[src/rtl/receiver_if.sv]
`default_nettype none
// ============================================================================
//  Module   : receiver_if
//  Purpose  : RX pin / RX-FIFO side bundle of the UART receiver.
//  Revision : 1.0  initial release
// ============================================================================
interface receiver_if;
  logic       receive_wire;
  logic       fifo_full;
  logic [7:0] data_out;
  logic       fifo_write;
  logic       parity_error;
  logic       framing_error;
  logic       overrun_error;
  logic       state_busy;

  // Drives the line and FIFO status, observes the receiver
  modport master (
    output receive_wire,
    output fifo_full,
    input  data_out,
    input  fifo_write,
    input  parity_error,
    input  framing_error,
    input  overrun_error,
    input  state_busy
  );

  // The receiver itself
  modport slave (
    input  receive_wire,
    input  fifo_full,
    output data_out,
    output fifo_write,
    output parity_error,
    output framing_error,
    output overrun_error,
    output state_busy
  );
endinterface
`default_nettype wire

[src/rtl/receiver.sv]
`default_nettype none
// ============================================================================
//  Module   : receiver
//  Purpose  : UART RX, 8 data bits LSB first, even parity, 1 stop bit;
//             pushes good bytes to the RX FIFO with a one-cycle strobe.
//  Revision : 1.0  initial release
// ============================================================================
module receiver #(
  parameter int CLOCK_FREQ = 50_000_000,
  parameter int BAUD       = 9600
) (
  input  logic       clk,
  input  logic       rst,
  receiver_if.slave  rx_if
);

  localparam int unsigned c_cycles_per_bit = CLOCK_FREQ / BAUD;
  localparam int unsigned c_half_bit       = c_cycles_per_bit / 2;
  localparam logic [31:0] c_bit_last       = 32'(c_cycles_per_bit - 1);
  localparam logic [31:0] c_half_last      = 32'(c_half_bit - 1);

  typedef enum logic [2:0] {
    IDLE    = 3'd0,
    START   = 3'd1,
    DATA    = 3'd2,
    PARITY  = 3'd3,
    STOP    = 3'd4,
    RECOVER = 3'd5
  } state_t;

  state_t      state_q, state_d;
  logic [1:0]  sync_q;
  logic [31:0] cnt_q, cnt_d;
  logic [2:0]  idx_q, idx_d;
  logic [7:0]  shift_q, shift_d;
  logic        par_bad_q, par_bad_d;
  logic [7:0]  data_q, data_d;
  logic        write_q, write_d;
  logic        perr_q, perr_d;
  logic        ferr_q, ferr_d;
  logic        oerr_q, oerr_d;
  logic        w_rx_s;

  assign w_rx_s = sync_q[1];

  // Synchroniser resets to the idle line level so reset never fakes a start bit
  always_ff @(posedge clk or negedge rst) begin
    if (!rst) begin
      sync_q <= 2'b11;
    end else begin
      sync_q <= {sync_q[0], rx_if.receive_wire};
    end
  end

  always_ff @(posedge clk or negedge rst) begin
    if (!rst) begin
      state_q   <= IDLE;
      cnt_q     <= '0;
      idx_q     <= '0;
      shift_q   <= '0;
      par_bad_q <= 1'b0;
      data_q    <= '0;
      write_q   <= 1'b0;
      perr_q    <= 1'b0;
      ferr_q    <= 1'b0;
      oerr_q    <= 1'b0;
    end else begin
      state_q   <= state_d;
      cnt_q     <= cnt_d;
      idx_q     <= idx_d;
      shift_q   <= shift_d;
      par_bad_q <= par_bad_d;
      data_q    <= data_d;
      write_q   <= write_d;
      perr_q    <= perr_d;
      ferr_q    <= ferr_d;
      oerr_q    <= oerr_d;
    end
  end

  always_comb begin
    state_d   = state_q;
    cnt_d     = cnt_q + 32'd1;
    idx_d     = idx_q;
    shift_d   = shift_q;
    par_bad_d = par_bad_q;
    data_d    = data_q;
    write_d   = 1'b0;
    perr_d    = 1'b0;
    ferr_d    = 1'b0;
    oerr_d    = 1'b0;

    unique case (state_q)
      IDLE: begin
        idx_d = '0;
        if (!w_rx_s) begin
          state_d = START;
        end
      end
      START: begin
        if (cnt_q == c_half_last) begin
          state_d = w_rx_s ? IDLE : DATA;
        end
      end
      DATA: begin
        if (cnt_q == c_bit_last) begin
          shift_d[idx_q] = w_rx_s;
          idx_d          = idx_q + 3'd1;
          cnt_d          = '0;
          if (idx_q == 3'd7) begin
            state_d = PARITY;
          end
        end
      end
      PARITY: begin
        if (cnt_q == c_bit_last) begin
          par_bad_d = (w_rx_s != ^shift_q);
          state_d   = STOP;
        end
      end
      STOP: begin
        // Leave mid stop bit so a back-to-back start edge is not missed
        if (cnt_q == c_bit_last) begin
          if (!w_rx_s) begin
            ferr_d  = 1'b1;
            state_d = RECOVER;
          end else if (par_bad_q) begin
            perr_d  = 1'b1;
            state_d = IDLE;
          end else if (rx_if.fifo_full) begin
            oerr_d  = 1'b1;
            state_d = IDLE;
          end else begin
            write_d = 1'b1;
            data_d  = shift_q;
            state_d = IDLE;
          end
        end
      end
      RECOVER: begin
        if (w_rx_s) begin
          state_d = IDLE;
        end
      end
      default: begin
        state_d = IDLE;
      end
    endcase

    if (state_d != state_q) begin
      cnt_d = '0;
    end
  end

  assign rx_if.data_out      = data_q;
  assign rx_if.fifo_write    = write_q;
  assign rx_if.parity_error  = perr_q;
  assign rx_if.framing_error = ferr_q;
  assign rx_if.overrun_error = oerr_q;
  assign rx_if.state_busy    = (state_q != IDLE);

endmodule
`default_nettype wire
[src/flat_wrapper.sv]
// flat-port wrapper written by rule: the top's interface ports become plain ports
module receiver_flat 
#(
  parameter int CLOCK_FREQ = 50_000_000,
  parameter int BAUD       = 9600
)
  (clk, rst, rx_if_receive_wire, rx_if_fifo_full, rx_if_data_out, rx_if_fifo_write, rx_if_parity_error, rx_if_framing_error, rx_if_overrun_error, rx_if_state_busy);
  receiver_if rx_if_i ();
  input  logic clk;
  input  logic rst;
  input wire logic [$bits(rx_if_i.receive_wire)-1:0] rx_if_receive_wire;
  input wire logic [$bits(rx_if_i.fifo_full)-1:0] rx_if_fifo_full;
  output wire logic [$bits(rx_if_i.data_out)-1:0] rx_if_data_out;
  output wire logic [$bits(rx_if_i.fifo_write)-1:0] rx_if_fifo_write;
  output wire logic [$bits(rx_if_i.parity_error)-1:0] rx_if_parity_error;
  output wire logic [$bits(rx_if_i.framing_error)-1:0] rx_if_framing_error;
  output wire logic [$bits(rx_if_i.overrun_error)-1:0] rx_if_overrun_error;
  output wire logic [$bits(rx_if_i.state_busy)-1:0] rx_if_state_busy;
  assign rx_if_i.receive_wire = rx_if_receive_wire;
  assign rx_if_i.fifo_full = rx_if_fifo_full;
  assign rx_if_data_out = rx_if_i.data_out;
  assign rx_if_fifo_write = rx_if_i.fifo_write;
  assign rx_if_parity_error = rx_if_i.parity_error;
  assign rx_if_framing_error = rx_if_i.framing_error;
  assign rx_if_overrun_error = rx_if_i.overrun_error;
  assign rx_if_state_busy = rx_if_i.state_busy;
  receiver #(.CLOCK_FREQ(CLOCK_FREQ), .BAUD(BAUD)) u_core (.clk(clk), .rst(rst), .rx_if(rx_if_i));
endmodule
[config.mk]
export PLATFORM = sky130hd
export DESIGN_NAME = receiver_flat
export DESIGN_NICKNAME = d
export VERILOG_FILES = /design/src/rtl/receiver_if.sv /design/src/rtl/receiver.sv /design/src/flat_wrapper.sv
export SDC_FILE = /design/constraint.sdc
export NUM_CORES = 1
export LEC_CHECK = 0
export CORE_MARGIN = 5
export CORE_UTILIZATION = 54
export CTS_CLUSTER_SIZE = 14
export DETAILED_ROUTE_END_ITERATION = 7
export GPL_TIMING_DRIVEN = 1
export PLACE_DENSITY = 0.85
export SYNTH_ARGS = -nofsm -noshare
export SYNTH_HDL_FRONTEND = slang
export SYNTH_SLANG_ARGS = --single-unit
export TNS_END_PERCENT = 1
[constraint.sdc]
create_clock -name clk -period 2.82 [get_ports clk]
set_input_delay 0.564 -clock clk [delete_from_list [all_inputs] [get_ports clk]]
set_output_delay 0.564 -clock clk [all_outputs]
set_load 0.01 [all_outputs]
Word-level counts from Yosys, hierarchy flattened

Cells that the tools add are included.

Input port bits: 4
Flip-flop bits (word level): 61

Order comparisons: 2
Add/subtract/negate cells: 2
Equality and inequality tests: 11
Mux-type cells: 35
Reduce and logical (&&, ||, !) cells: 9
Bitwise operators: 2

Operators with widths:

| cell                    | number |
|---|---|
| $mux W32                | 3 |
| $add A32 B1 Y32 const B | 1 |
| $eq A32 B12 Y1 const B  | 1 |
| $eq A32 B13 Y1 const B  | 1 |
| $mux W3                 | 9 |
| $mux W1                 | 18 |
| $pmux W3 S6             | 1 |
| $eq A3 B3 Y1 const B    | 3 |
| $bwmux W8               | 1 |
| $reduce_xor A8 Y1       | 1 |
| $eq A3 B2 Y1 const B    | 2 |
| $pmux W3 S2             | 1 |
| $reduce_and A2 Y1       | 3 |
| $reduce_and A5 Y1       | 1 |
| $lt A3 B4 Y1 const B    | 1 |
| $add A3 B1 Y3 const B   | 1 |
| $demux W1 S3            | 1 |
| $eq A3 B1 Y1 const B    | 1 |
| $ge A3 B1 Y1 const B    | 1 |
| $logic_not A3 Y1        | 1 |
| $ne A3 B3 Y1            | 1 |
| $reduce_bool A3 Y1      | 1 |
| $mux W2                 | 1 |
| $ne A2 B1 Y1 const B    | 1 |
| other kinds (4)         | 5 |

Longest topological paths before layout

Depth after elaboration: 6
Gate-level depth with buffers: 8
Gate-level depth less buffers: 7

Worst setup path after synthesis

Ideal clock, no wire load.

Path type: register to register
From: reg u_core.cnt_q[8]
To: reg u_core.shift_q[2]
Period minus slack after synthesis: 2.714 ns
Buffers on the path: 0
Required time: 2.695 ns
Arrival: 2.589 ns
Slack: 0.106 ns
Library setup time: 0.125 ns
Cell stages (with the launch flop): 6
Path through: dfrtp_1 > or4_1 > or4_1 > or3_1 > or4b_1 > mux2_4

Cells in the longest elaborated chain, start to end: 2

RTL lines:

| element                            | RTL line        | text |
|---|---|---|
| from (decl)                        | receiver.sv:33  | `logic [31:0] cnt_q, cnt_d;` |
| from (signal assigned)             | receiver.sv:69  | `cnt_q <= cnt_d;` |
| $eq A32 B13 Y1                     | receiver.sv:106 | `if (cnt_q == c_bit_last) begin` |
| $reduce_and A2 Y1 (no source line) | --              |  |
| to (signal assigned)               | receiver.sv:71  | `shift_q <= shift_d;` |
| to (decl)                          | receiver.sv:35  | `logic [7:0] shift_q, shift_d;` |

No other way between the ends.
A chain may end at the register's enable or synchronous reset.

Final worst setup path

Ends and elaborated chain as after synthesis.

==> results.sh <==
export IMPL_cts_setup_buffers=0
export IMPL_maxCapViolCount=0
export IMPL_ys_seq_area_share_pct=48.2
export IMPL_slew_headroom_pct=53.2
export IMPL_hold_path_class="in -> async"
export IMPL_totalWireLength_mm=6.65
export IMPL_nets=350
export IMPL_final_antenna_net_count=0
export IMPL_slowest_stage="or4_4"
export IMPL_fin_crit_sh_pct=97.0
export IMPL_dp_hpwl_mm=4.59
export IMPL_dieArea_sq_um=7500
export IMPL_cp_top_family="simple AND/OR/NAND/NOR gates"
export IMPL_tightest_slew_ns=0.701
export IMPL_fin_crit_ns=2.74
export IMPL_cp_buffers_inverters=0
export IMPL_syn_area_sq_um=3170
export IMPL_clkPwrFrac_pct=47.6
export IMPL_crit_type="reg -> reg"
export IMPL_slowest_delay_ns=0.54
export IMPL_p_leak_nw=1.60
export IMPL_nFillCells=490
export IMPL_p_comb_share_pct=1.6
export IMPL_worst_slack_ns=0.0848
export IMPL_diodes=0
export IMPL_worst_setup_path_start_kind="flip-flop"
export IMPL_end_kind="flip-flop"
export IMPL_grt_pass1_vias=2355
export IMPL_worstPathMaxFanout=3
export IMPL_preCtsSetupSlack_ns=0.0197
export IMPL_p_int_mw=1.38
export IMPL_p_seq_share_pct=50.8
export IMPL_via_count=2460
export IMPL_drtIter0Drc=135
export IMPL_crit_arrival_ns=2.97
export IMPL_cp_required_ns=3.05
export IMPL_die_h_um=86.6
export IMPL_dp_cells=407
export IMPL_syn_num_nets=323
export IMPL_switchingPower_uw=357
export IMPL_gp_congestion=0.878
export IMPL_synth_edff_count=0
export IMPL_path_cells="or4_4 -> or4_4 -> or3_4 -> or4b_1 -> mux2_4"
export IMPL_ir_drop_mv=0.813
export IMPL_vias_per_cell=5.82
export IMPL_final_cell_count_no_fill=423
export IMPL_mostFrequentLayoutCell="dfrtp_1"
export IMPL_overflow=0
export IMPL_cts_root_buf="clkbuf_8"
export IMPL_wl_per_cell_um=15.7
export IMPL_area_delta_synth_final_pct=17.1
export IMPL_final_cell_mix="59 x dfrtp_1, 33 x nor2_1, 25 x xnor2_1, 21 x nor3_1, 19 x nand2_1"
export IMPL_hold_viol=0
export IMPL_antenna_found_initial=0
export IMPL_dr_pass1_iters=4
export IMPL_track_usage_pct=19.6
export IMPL_finalMaxSlewViolations=0
export IMPL_cts_sinks=61
export IMPL_synth_avg_cell_area_sq_um=10.0
export IMPL_yosys_warnings=0
export IMPL_pin_count=17
export IMPL_htreeDepth=3
export IMPL_fmax_mhz=366
export IMPL_start_util_pct=54.5
export IMPL_rows=28
export IMPL_drc_errors=0
export IMPL_synth_ff_type="dfrtp_1"
export IMPL_cts_path_max_buffers=2
export IMPL_cts_clk_slew_worst_paths_ns=0.07
export IMPL_cp_common_cell="or4_4"
export IMPL_powerDensity_nw_per_um2=468
export IMPL_grt_pass1_wl_mm=11.4
export IMPL_cts_made_buffers=9
export IMPL_die_x_um=86.6
export IMPL_synth_seq_cells=61
export IMPL_fin_skew_ns=0.00647
export IMPL_synth_cells=316
export IMPL_grt_max_degree=33
export IMPL_clock_latency_ns=0.34
export IMPL_core_area_sq_um=5820
export IMPL_status="completed"
export IMPL_ys_types=40
export IMPL_setup_violations=0
export IMPL_async_flop_share_pct=100
export IMPL_cts_tree="done"
export IMPL_drive_gt1_share_pct=16.4
export IMPL_switching_share_pct=20.6
export IMPL_port_buffers=16
-- final timing paths --
check	start	endpoint	slack, ns	depth (start not counted)
setup / recovery	u_core.cnt_q[8]	u_core.shift_q[2]	0.08	5
hold / removal	rst	u_core.rx_if.framing_error	0.26	1
setup reg to reg	u_core.cnt_q[8]	u_core.shift_q[2]	0.08	5
hold reg to reg	u_core.sync_q[0]	u_core.sync_q[1]	0.36	0
max in group asynchronous	rst	u_core.cnt_q[21]	1.95	2
min in group clk	u_core.sync_q[0]	u_core.sync_q[1]	0.36	0
-- metrics by stage --
step / utilization, % / TNS, ns / power (mW) / hold slack, ns / area (sq um)
after floorplan: - / 0 / 0.901 / 0.268 / 3170
after global placement: 59.8 / 0 / 0.925 / 0.346 / 3480
after detailed placement: 59.8 / 0 / 0.926 / 0.347 / 3480
after CTS: 63.4 / 0 / 1.76 / 0.270 / 3680
after global routing: 63.8 / -0.00423 / 1.80 / 0.322 / 3710
final: 63.8 / 0 / 1.74 / 0.262 / 3710
-- power by group through the flow --
| stage | clock, mW | combinational (mW) | sequential [mW] |
|---|---|---|---|
| final | 0.827 | 0.0277 | 0.881 |
| after global routing | 0.888 | 0.0332 | 0.881 |
| after CTS | 0.845 | 0.0290 | 0.881 |
| after detailed placement | 0 | 0.0289 | 0.897 |
| after global placement | 0 | 0.0284 | 0.897 |
| after floorplan | 0 | 0.00550 | 0.895 |
-- cell families after synthesis --
| logic type | Yosys count | share of synthesized area (%) |
|---|---|---|
| and+or+nand+nor | 157 | 27.2 |
| DFF | 61 | 48.2 |
| xor gates and xnor gates | 38 | 10.5 |
| AOI/OAI and AO/OA | 19 | 3.75 |
| buffers and inverters | 19 | 2.29 |
| muxes | 19 | 6.83 |
| adders and majority gates | 3 | 1.18 |
-- timing repair --
item | CTS | global route
gates resized for setup | 0 | 5
endpoints found under the setup margin | 0 | 3
hold buffers | 0 | 0
-- registers in the layout, indices dropped and copies added, names as in the netlist --
name                        count
u_core.shift_q                  8
u_core.sync_q                   2
u_core.rx_if.fifo_write         1
u_core.par_bad_q                1
u_core.rx_if.parity_error       1
u_core.idx_q                    3
u_core.rx_if.data_out           8
u_core.rx_if.framing_error      1
u_core.rx_if.overrun_error      1
u_core.cnt_q                   32
u_core.state_q                  3
-- cell type report --
cell class / count / area (sq um) / share of cell area (%)
sequential: 61 / 1530 / 41.2
clock buffer: 11 / 131 / 3.54
multi-input combinational: 236 / 1600 / 43.0
inverter: 7 / 26.3 / 0.708
clock inverter: 5 / 75.1 / 2.02
tap: 75 / 93.8 / 2.53
timing repair buffer: 28 / 258 / 6.95
-- synth_stat cells (3+ instances only) --
cell type,count,area share [%]
nor2_1,33,3.9
nand4_1,9,1.8
and3_1,8,1.6
nor3_1,21,3.3
nor4bb_1,4,1.3
o21ai_0,5,0.79
inv_1,7,0.83
nor4_1,17,3.4
ha_1,3,1.2
xor2_1,13,3.6
nand3_1,16,2.5
clkbuf_1,11,1.3
a21oi_1,6,0.95
dfrtp_1,59,47
and4_1,4,1.1
or3_1,4,0.79
nand2b_1,5,0.99
or4_1,4,0.95
xnor2_1,25,6.9
nand2_1,19,2.3
mux2_2,17,6.0
-- layer usage --
metal  vias up  wire, um  GRT usage [%]  part of all wire (%)
li1       1180         -              -                     -
met1      1202      3050           26.5                    46
met2        63      3150           30.0                    47
met3        15       326           6.08                   4.9
met4         0       120           6.37                   1.8
met5         -         0              0                     0
No activity file was read; power rests on OpenSTA's default activity.
